### src/rtl/uart_stream_pkg.sv
// uart_stream_pkg: shared state encoding and constants for the UART stream host
package uart_stream_pkg;
    typedef enum logic [1:0] {IDLE, WR, RD, SETTLE} state_e;
    localparam int ERR_PARITY  = 0;
    localparam int ERR_FRAMING = 1;
    localparam int SETTLE_W    = 4;
endpackage

### src/rtl/uart_stream_rx_buf.sv
// uart_stream_rx_buf: synchronous FIFO of received bytes with their error flags
module uart_stream_rx_buf #(
    parameter int DEPTH = 2,
    parameter int CW    = $clog2(DEPTH) + 1
) (
    input  logic          clk_i,
    input  logic          rst_i,
    input  logic          push_i,
    input  logic [9:0]    din_i,
    input  logic          pop_i,
    output logic [9:0]    dout_o,
    output logic [CW-1:0] count_o,
    output logic          full_o,
    output logic          empty_o
);
    localparam int AW = $clog2(DEPTH);

    logic [9:0]    mem_q [DEPTH];
    logic [AW-1:0] wr_ptr_q, rd_ptr_q;
    logic [CW-1:0] count_q;
    logic          push_ok, pop_ok;

    assign full_o  = count_q == CW'(DEPTH);
    assign empty_o = count_q == '0;
    assign count_o = count_q;
    assign dout_o  = mem_q[rd_ptr_q];
    assign pop_ok  = pop_i & ~empty_o;
    assign push_ok = push_i & (~full_o | pop_ok);

    // Storage, pointers and occupancy; a pop at full frees the slot a same-cycle push reuses
    always_ff @(posedge clk_i or posedge rst_i) begin
        if (rst_i) begin
            wr_ptr_q <= '0;
            rd_ptr_q <= '0;
            count_q  <= '0;
            for (int i = 0; i < DEPTH; i++) mem_q[i] <= '0;
        end else begin
            if (push_ok) begin
                mem_q[wr_ptr_q] <= din_i;
                wr_ptr_q        <= wr_ptr_q + 1'b1;
            end
            if (pop_ok) rd_ptr_q <= rd_ptr_q + 1'b1;
            count_q <= count_q + CW'(push_ok) - CW'(pop_ok);
        end
    end
endmodule

### src/rtl/uart_stream_host.sv
// uart_stream_host: bridges valid/ready byte streams to the CoreUART strobe interface
module uart_stream_host
    import uart_stream_pkg::*;
#(
    parameter int SETTLE_CYCLES = 3,
    parameter int RX_BUF_DEPTH  = 2
) (
    input  logic       clk_i,
    input  logic       rst_i,
    input  logic [7:0] tx_data_i,
    input  logic       tx_valid_i,
    output logic       tx_ready_o,
    output logic [7:0] rx_data_o,
    output logic [1:0] rx_err_o,
    output logic       rx_valid_o,
    input  logic       rx_ready_i,
    output logic       overflow_sticky_o,
    input  logic       clr_status_i,
    output logic       busy_o,
    output logic       uart_csn_o,
    output logic       uart_wen_o,
    output logic       uart_oen_o,
    output logic [7:0] uart_data_in_o,
    input  logic [7:0] uart_data_out_i,
    input  logic       uart_txrdy_i,
    input  logic       uart_rxrdy_i,
    input  logic       uart_parity_err_i,
    input  logic       uart_framing_err_i,
    input  logic       uart_overflow_i
);
    localparam int CW = $clog2(RX_BUF_DEPTH) + 1;

    state_e              state_q, state_d;
    logic [SETTLE_W-1:0] settle_q, settle_d;
    logic [7:0]          hold_q, hold_d, data_in_q, data_in_d;
    logic                hold_valid_q, hold_valid_d, last_rd_q, last_rd_d, sticky_q, sticky_d;
    logic                csn_q, csn_d, wen_q, wen_d, oen_q, oen_d, busy_q, busy_d;
    logic                wr_elig, rd_elig, grant_rd, grant_wr;
    logic [1:0]          rx_flags;
    logic [9:0]          buf_dout;
    logic [CW-1:0]       buf_count;
    logic                buf_full, buf_empty;

    // State register plus every flop that feeds a port, so strobes never glitch
    always_ff @(posedge clk_i or posedge rst_i) begin
        if (rst_i) begin
            state_q      <= IDLE;
            settle_q     <= '0;
            hold_q       <= '0;
            hold_valid_q <= 1'b0;
            last_rd_q    <= 1'b0;
            sticky_q     <= 1'b0;
            csn_q        <= 1'b1;
            wen_q        <= 1'b1;
            oen_q        <= 1'b1;
            busy_q       <= 1'b0;
            data_in_q    <= '0;
        end else begin
            state_q      <= state_d;
            settle_q     <= settle_d;
            hold_q       <= hold_d;
            hold_valid_q <= hold_valid_d;
            last_rd_q    <= last_rd_d;
            sticky_q     <= sticky_d;
            csn_q        <= csn_d;
            wen_q        <= wen_d;
            oen_q        <= oen_d;
            busy_q       <= busy_d;
            data_in_q    <= data_in_d;
        end
    end

    // Arbitration and next state; ties alternate, starting with a read after reset
    always_comb begin
        wr_elig      = hold_valid_q & uart_txrdy_i;
        rd_elig      = uart_rxrdy_i & (buf_count < CW'(RX_BUF_DEPTH));
        grant_rd     = rd_elig & (~wr_elig | ~last_rd_q);
        grant_wr     = wr_elig & ~grant_rd;
        state_d      = state_q;
        settle_d     = settle_q;
        last_rd_d    = last_rd_q;
        hold_valid_d = (state_q != WR) & (tx_valid_i | hold_valid_q);
        hold_d       = (tx_valid_i & ~hold_valid_q) ? tx_data_i : hold_q;
        sticky_d     = uart_overflow_i | (sticky_q & ~clr_status_i);
        case (state_q)
            IDLE: begin
                state_d   = grant_rd ? RD : grant_wr ? WR : IDLE;
                last_rd_d = (grant_rd | grant_wr) ? grant_rd : last_rd_q;
            end
            WR, RD: begin
                state_d  = SETTLE;
                settle_d = SETTLE_W'(SETTLE_CYCLES - 1);
            end
            default: begin
                state_d  = (settle_q == '0) ? IDLE : SETTLE;
                settle_d = settle_q - 1'b1;
            end
        endcase
    end

    // Strobe values for the coming cycle, decoded from the next state
    always_comb begin
        csn_d     = ~(state_d == WR || state_d == RD);
        wen_d     = state_d != WR;
        oen_d     = state_d != RD;
        busy_d    = state_d != IDLE;
        data_in_d = (state_d == WR) ? hold_q : data_in_q;
        rx_flags  = '0;
        rx_flags[ERR_PARITY]  = uart_parity_err_i;
        rx_flags[ERR_FRAMING] = uart_framing_err_i;
    end

    uart_stream_rx_buf #(.DEPTH(RX_BUF_DEPTH)) u_rx_buf (
        .clk_i   (clk_i),
        .rst_i   (rst_i),
        .push_i  ((state_q == RD) & ~buf_full),
        .din_i   ({rx_flags, uart_data_out_i}),
        .pop_i   (rx_ready_i),
        .dout_o  (buf_dout),
        .count_o (buf_count),
        .full_o  (buf_full),
        .empty_o (buf_empty)
    );

    assign tx_ready_o        = ~hold_valid_q;
    assign rx_valid_o        = ~buf_empty;
    assign rx_data_o         = buf_dout[7:0];
    assign rx_err_o          = buf_dout[9:8];
    assign overflow_sticky_o = sticky_q;
    assign busy_o            = busy_q;
    assign uart_csn_o        = csn_q;
    assign uart_wen_o        = wen_q;
    assign uart_oen_o        = oen_q;
    assign uart_data_in_o    = data_in_q;
endmodule

### config.mk
export PLATFORM = sky130hd
export DESIGN_NAME = uart_stream_host
export DESIGN_NICKNAME = d
export VERILOG_FILES = /design/src/rtl/uart_stream_pkg.sv /design/src/rtl/uart_stream_rx_buf.sv /design/src/rtl/uart_stream_host.sv
export SDC_FILE = /design/constraint.sdc
export NUM_CORES = 1
export LEC_CHECK = 0
export BUFFER_PORTS_ARGS = -buffer_cell sky130_fd_sc_hd__buf_2
export CORE_UTILIZATION = 40
export DETAILED_ROUTE_END_ITERATION = 12
export GPL_TIMING_DRIVEN = 0
export PLACE_DENSITY_LB_ADDON = 0.1
export SYNTH_ARGS = -nofsm -noshare
export SYNTH_HDL_FRONTEND = slang
export SYNTH_HIERARCHICAL = 1
export SYNTH_SLANG_ARGS = --single-unit
### constraint.sdc
create_clock -name clk_i -period 2.24 [get_ports clk_i]
set_clock_uncertainty 0.2 [all_clocks]
set_input_delay 0.336 -clock clk_i [delete_from_list [all_inputs] [get_ports clk_i]]
set_output_delay 0.336 -clock clk_i [all_outputs]
set_load 0.02 [all_outputs]
==> key figures <==
Outcome
  • Outcome: completed

Logic synthesis
  • Dominant synthesized flop cell: dfrtp_1
  • Most instantiated cells after synthesis: dfrtp_1 (50), mux2_2 (38), inv_1 (14), ha_1 (10), mux2_4 (8)
  • Post-synth ARST share: 100%
  • Gate Count Post-Synth: between 150 and 200
  • Cell area after synthesis: 0.00240 mm2
  • Area contributors post-synth: dfrtp_1 (52%), mux2_2 (18%), ha_1 (5.2%)
  • Count leader, synth: dfrtp_1
  • Distinct cell type count of the synthesized netlist: 31
  • Largest area contributor in the netlist: dfrtp_1
  • Number of synthesized register bits: 53
  • Post-synth top area share: a little over half
  • Synth Warn #: 6
  • Net Count, Synth: 214
  • Number of flops mapped to enable cells by yosys: 0
  • Avg Cell Area, Syn: 13.5 um2
  • Sequential area share after synthesis: 55.4%

Pwr
  • Power Dens Cells: around 1600 mW/mm2
  • Leak: 1.40 nW
  • Internal Pwr Total: 3.14 mW
  • Combinational share of power: between 40% and 50%
  • Switch share: between 30% and 40%
  • Flop pwr share: between 30% and 40%
  • Clk pwr share: 15.8%
  • Sw power: 1.75 mW
  • Max VDD drop: 773 uV

Place
  • I/O Buffers: 50
  • HPWL after detailed placement: 2800 um
  • Routability Congestion: 0.708
  • Post-DP Area: 0.00274 mm2

GRT
  • Number of global-route vias before repair: approximately 1500
  • Initial antenna violation count: 0
  • Grt total ovfl: 0
  • Largest net degree at the start of global routing: 30
  • First-pass GRT wire length: ~6700 um
  • GRT Util Overall: 13.9%

Critical path
  • Critical path fanouts, max: 9
  • Reg2Reg Depth: 9
  • Crit path cell chain: inv_1 -> ha_2 -> buf_6 -> nand3_2 -> o21ai_2 -> and2b_1 -> ha_2 -> buf_4 -> mux2_2
  • Worst path depth: 9
  • Critical Path End Type: register
  • Cell mode on critical path: ha_2
  • CP Launch Type: register
  • Max incr delay on CP: 420 ps
  • CP required: 2240 ps
  • Slowest CP cell: dfrtp_1
  • WP data arrival: 2160 ps
  • Crit path kind: reg -> reg
  • Family with the most delay on the worst path: flip-flops
  • Bufs and invs on worst path: 3

Cells and area
  • Design Area, Final: slightly below 0.003 mm2
  • Fillers: 498
  • Area grow syn2layout: 23.6%
  • Antenna cells: 0
  • Post-layout util: 52.7%
  • Share of layout cells above drive strength 1: 53.9%
  • Nets: 276

Detailed routing
  • Post-DR wirelength/cell: 13.3 um
  • Vias post-DR: 1475
  • Post-route ant nets: 0
  • Total Wirelength: 4160 um
  • Via density: 4.71
  • Drt drc: 0
  • Detailed Routing Iterations Pass 1: 4
  • Starting DRT DRC Count: 52

STA
  • Slew Viols, Final: 0
  • Slew headroom: 27.7%
  • Max frequency: 463 MHz
  • Final hold violations: 0
  • Worst Tran Pin Value: 1080 ps
  • Tmin final: 2160 ps
  • # setup viols final: 0
  • Period utilization: a little over nine tenths

CTS
  • Root buffer cell: clkbuf_8
  • CTS tree: done
  • CTS Buffer Depth: 2
  • CTS sink cnt: 53
  • Clk slew on worst S/H paths: ~100 ps
  • CTS buffer count: 5
  • H-tree levels: 2
  • Worst skew pair latency: ~310 ps

Die
  • Die extent in y: 79.5 um
  • Placeable Area: 0.00564 mm2
  • Die width: 79.5 um
  • Cell Rows: 27
  • Boundary Pins: 51
  • Starting Density: 42.6%
  • Die area: around 0.0063 mm2

Min path
  • Hold Crit Class: in -> async

Flow run
  • Max-cap violation count: 0
[power groups by stage]
stage	registers, mW	logic (mW)	clock network [mW]
2_1_floorplan	1.81	1.59	0
3_3_place_gp	1.73	2.18	0
3_5_place_dp	1.74	2.22	0
4_1_cts	1.72	2.29	0.804
5_1_grt	1.79	2.63	0.836
6_report	1.72	2.40	0.772
[worst register-to-register path, stage by stage (launching register included)]
cell	delay (ps)
dfrtp_1	420
inv_1	90
ha_2	170
buf_6	120
nand3_2	80
o21ai_2	140
and2b_1	170
ha_2	210
buf_4	150
mux2_2	330
[registers in the layout, indices dropped and copies added (netlist names)]
register	cells
busy_o	1
hold_q	8
hold_valid_q	1
last_rd_q	1
overflow_sticky_o	1
settle_q	4
state_q	2
u_rx_buf/count_o	2
u_rx_buf/mem_q	20
u_rx_buf/rd_ptr_q	1
u_rx_buf/wr_ptr_q	1
uart_csn_o	1
uart_data_in_o	8
uart_oen_o	1
uart_wen_o	1
[layer usage]
metal | wire, um | track usage, %
met4 | 56 | 4.91
met2 | 1890 | 22.6
met5 | 0 | 0
met1 | 2020 | 17.3
met3 | 194 | 4.23
[cell type report]
cell class	instances	area [um2]	share of cell area (%)
Buffer	5	50.0	1.68
Tap cell	72	90.1	3.03
Timing Repair Buffer	55	290	9.77
Inverter	14	52.6	1.77
Multi-Input combinational cell	106	1020	34.3
Clock buffer	5	68.8	2.32
Clock inverter	3	68.8	2.32
Sequential cell	53	1330	44.8
[cell families (layout without fill, tap and decap cells)]
logic type | after synthesis | in the layout | share of synthesized area (%)
flops | 53 | 53 | 55.4
xor+xnor | 3 | 3 | 1.09
simple gates | 33 | 33 | 8.07
fa+ha+maj | 10 | 10 | 5.21
buf+inv | 19 | 82 | 3.85
compound gates | 14 | 14 | 3.59
mux | 46 | 46 | 22.8
[metrics by stage]
step	std cells	setup TNS, ps	total power, mW	hold slack [ps]	worst slack [ps]
floorplan	178	0	3.40	151	108
global placement	300	-2610	3.91	255	-130
detailed placement	300	-3210	3.96	266	-158
CTS	309	0	4.82	36.1	22.4
global route	313	-4.11	5.25	30.5	-4.11
finish	313	0	4.90	26.8	79.8
[cells in the final DEF (no fill, tap or decap), types with 3 or more instances in the layout]
cell      count
mux2_4        8
nor3_1        3
nor2_1        6
dfrtp_1      49
buf_6         4
o21ai_0       4
nand2_1       7
a21oi_1       3
ha_1          8
buf_4         4
nand2b_1      3
a21o_1        3
buf_2        51
mux2_2       38
clkbuf_8      5
inv_1        13
dfstp_2       3
[repair_timing]
action,CTS,global route
gates cloned,0,1
endpoints found under the hold margin,1,0
resized for setup,9,8
buffers inserted,0,3
pin swaps,0,1
endpoints found under the setup margin,27,24
hold buffers,1,0
[path summary, 6_finish.rpt]
path,from,to,slack [ps]
max,state_q[1]$_DFF_PP0_,uart_data_in_o[0]$_DFFE_PP0N_,80
min,rst_i,u_rx_buf/mem_q[3]$_DFFE_PP0P_,30
max reg2reg,state_q[1]$_DFF_PP0_,uart_data_in_o[0]$_DFFE_PP0N_,80
min reg2reg,overflow_sticky_o$_DFF_PP0_,overflow_sticky_o$_DFF_PP0_,290
max in group asynchronous,rst_i,uart_data_in_o[6]$_DFFE_PP0N_,1090
min in group clk_i,tx_data_i[1],hold_q[1]$_DFFE_PP0P_,50
Power figures use the tool's default switching activity.
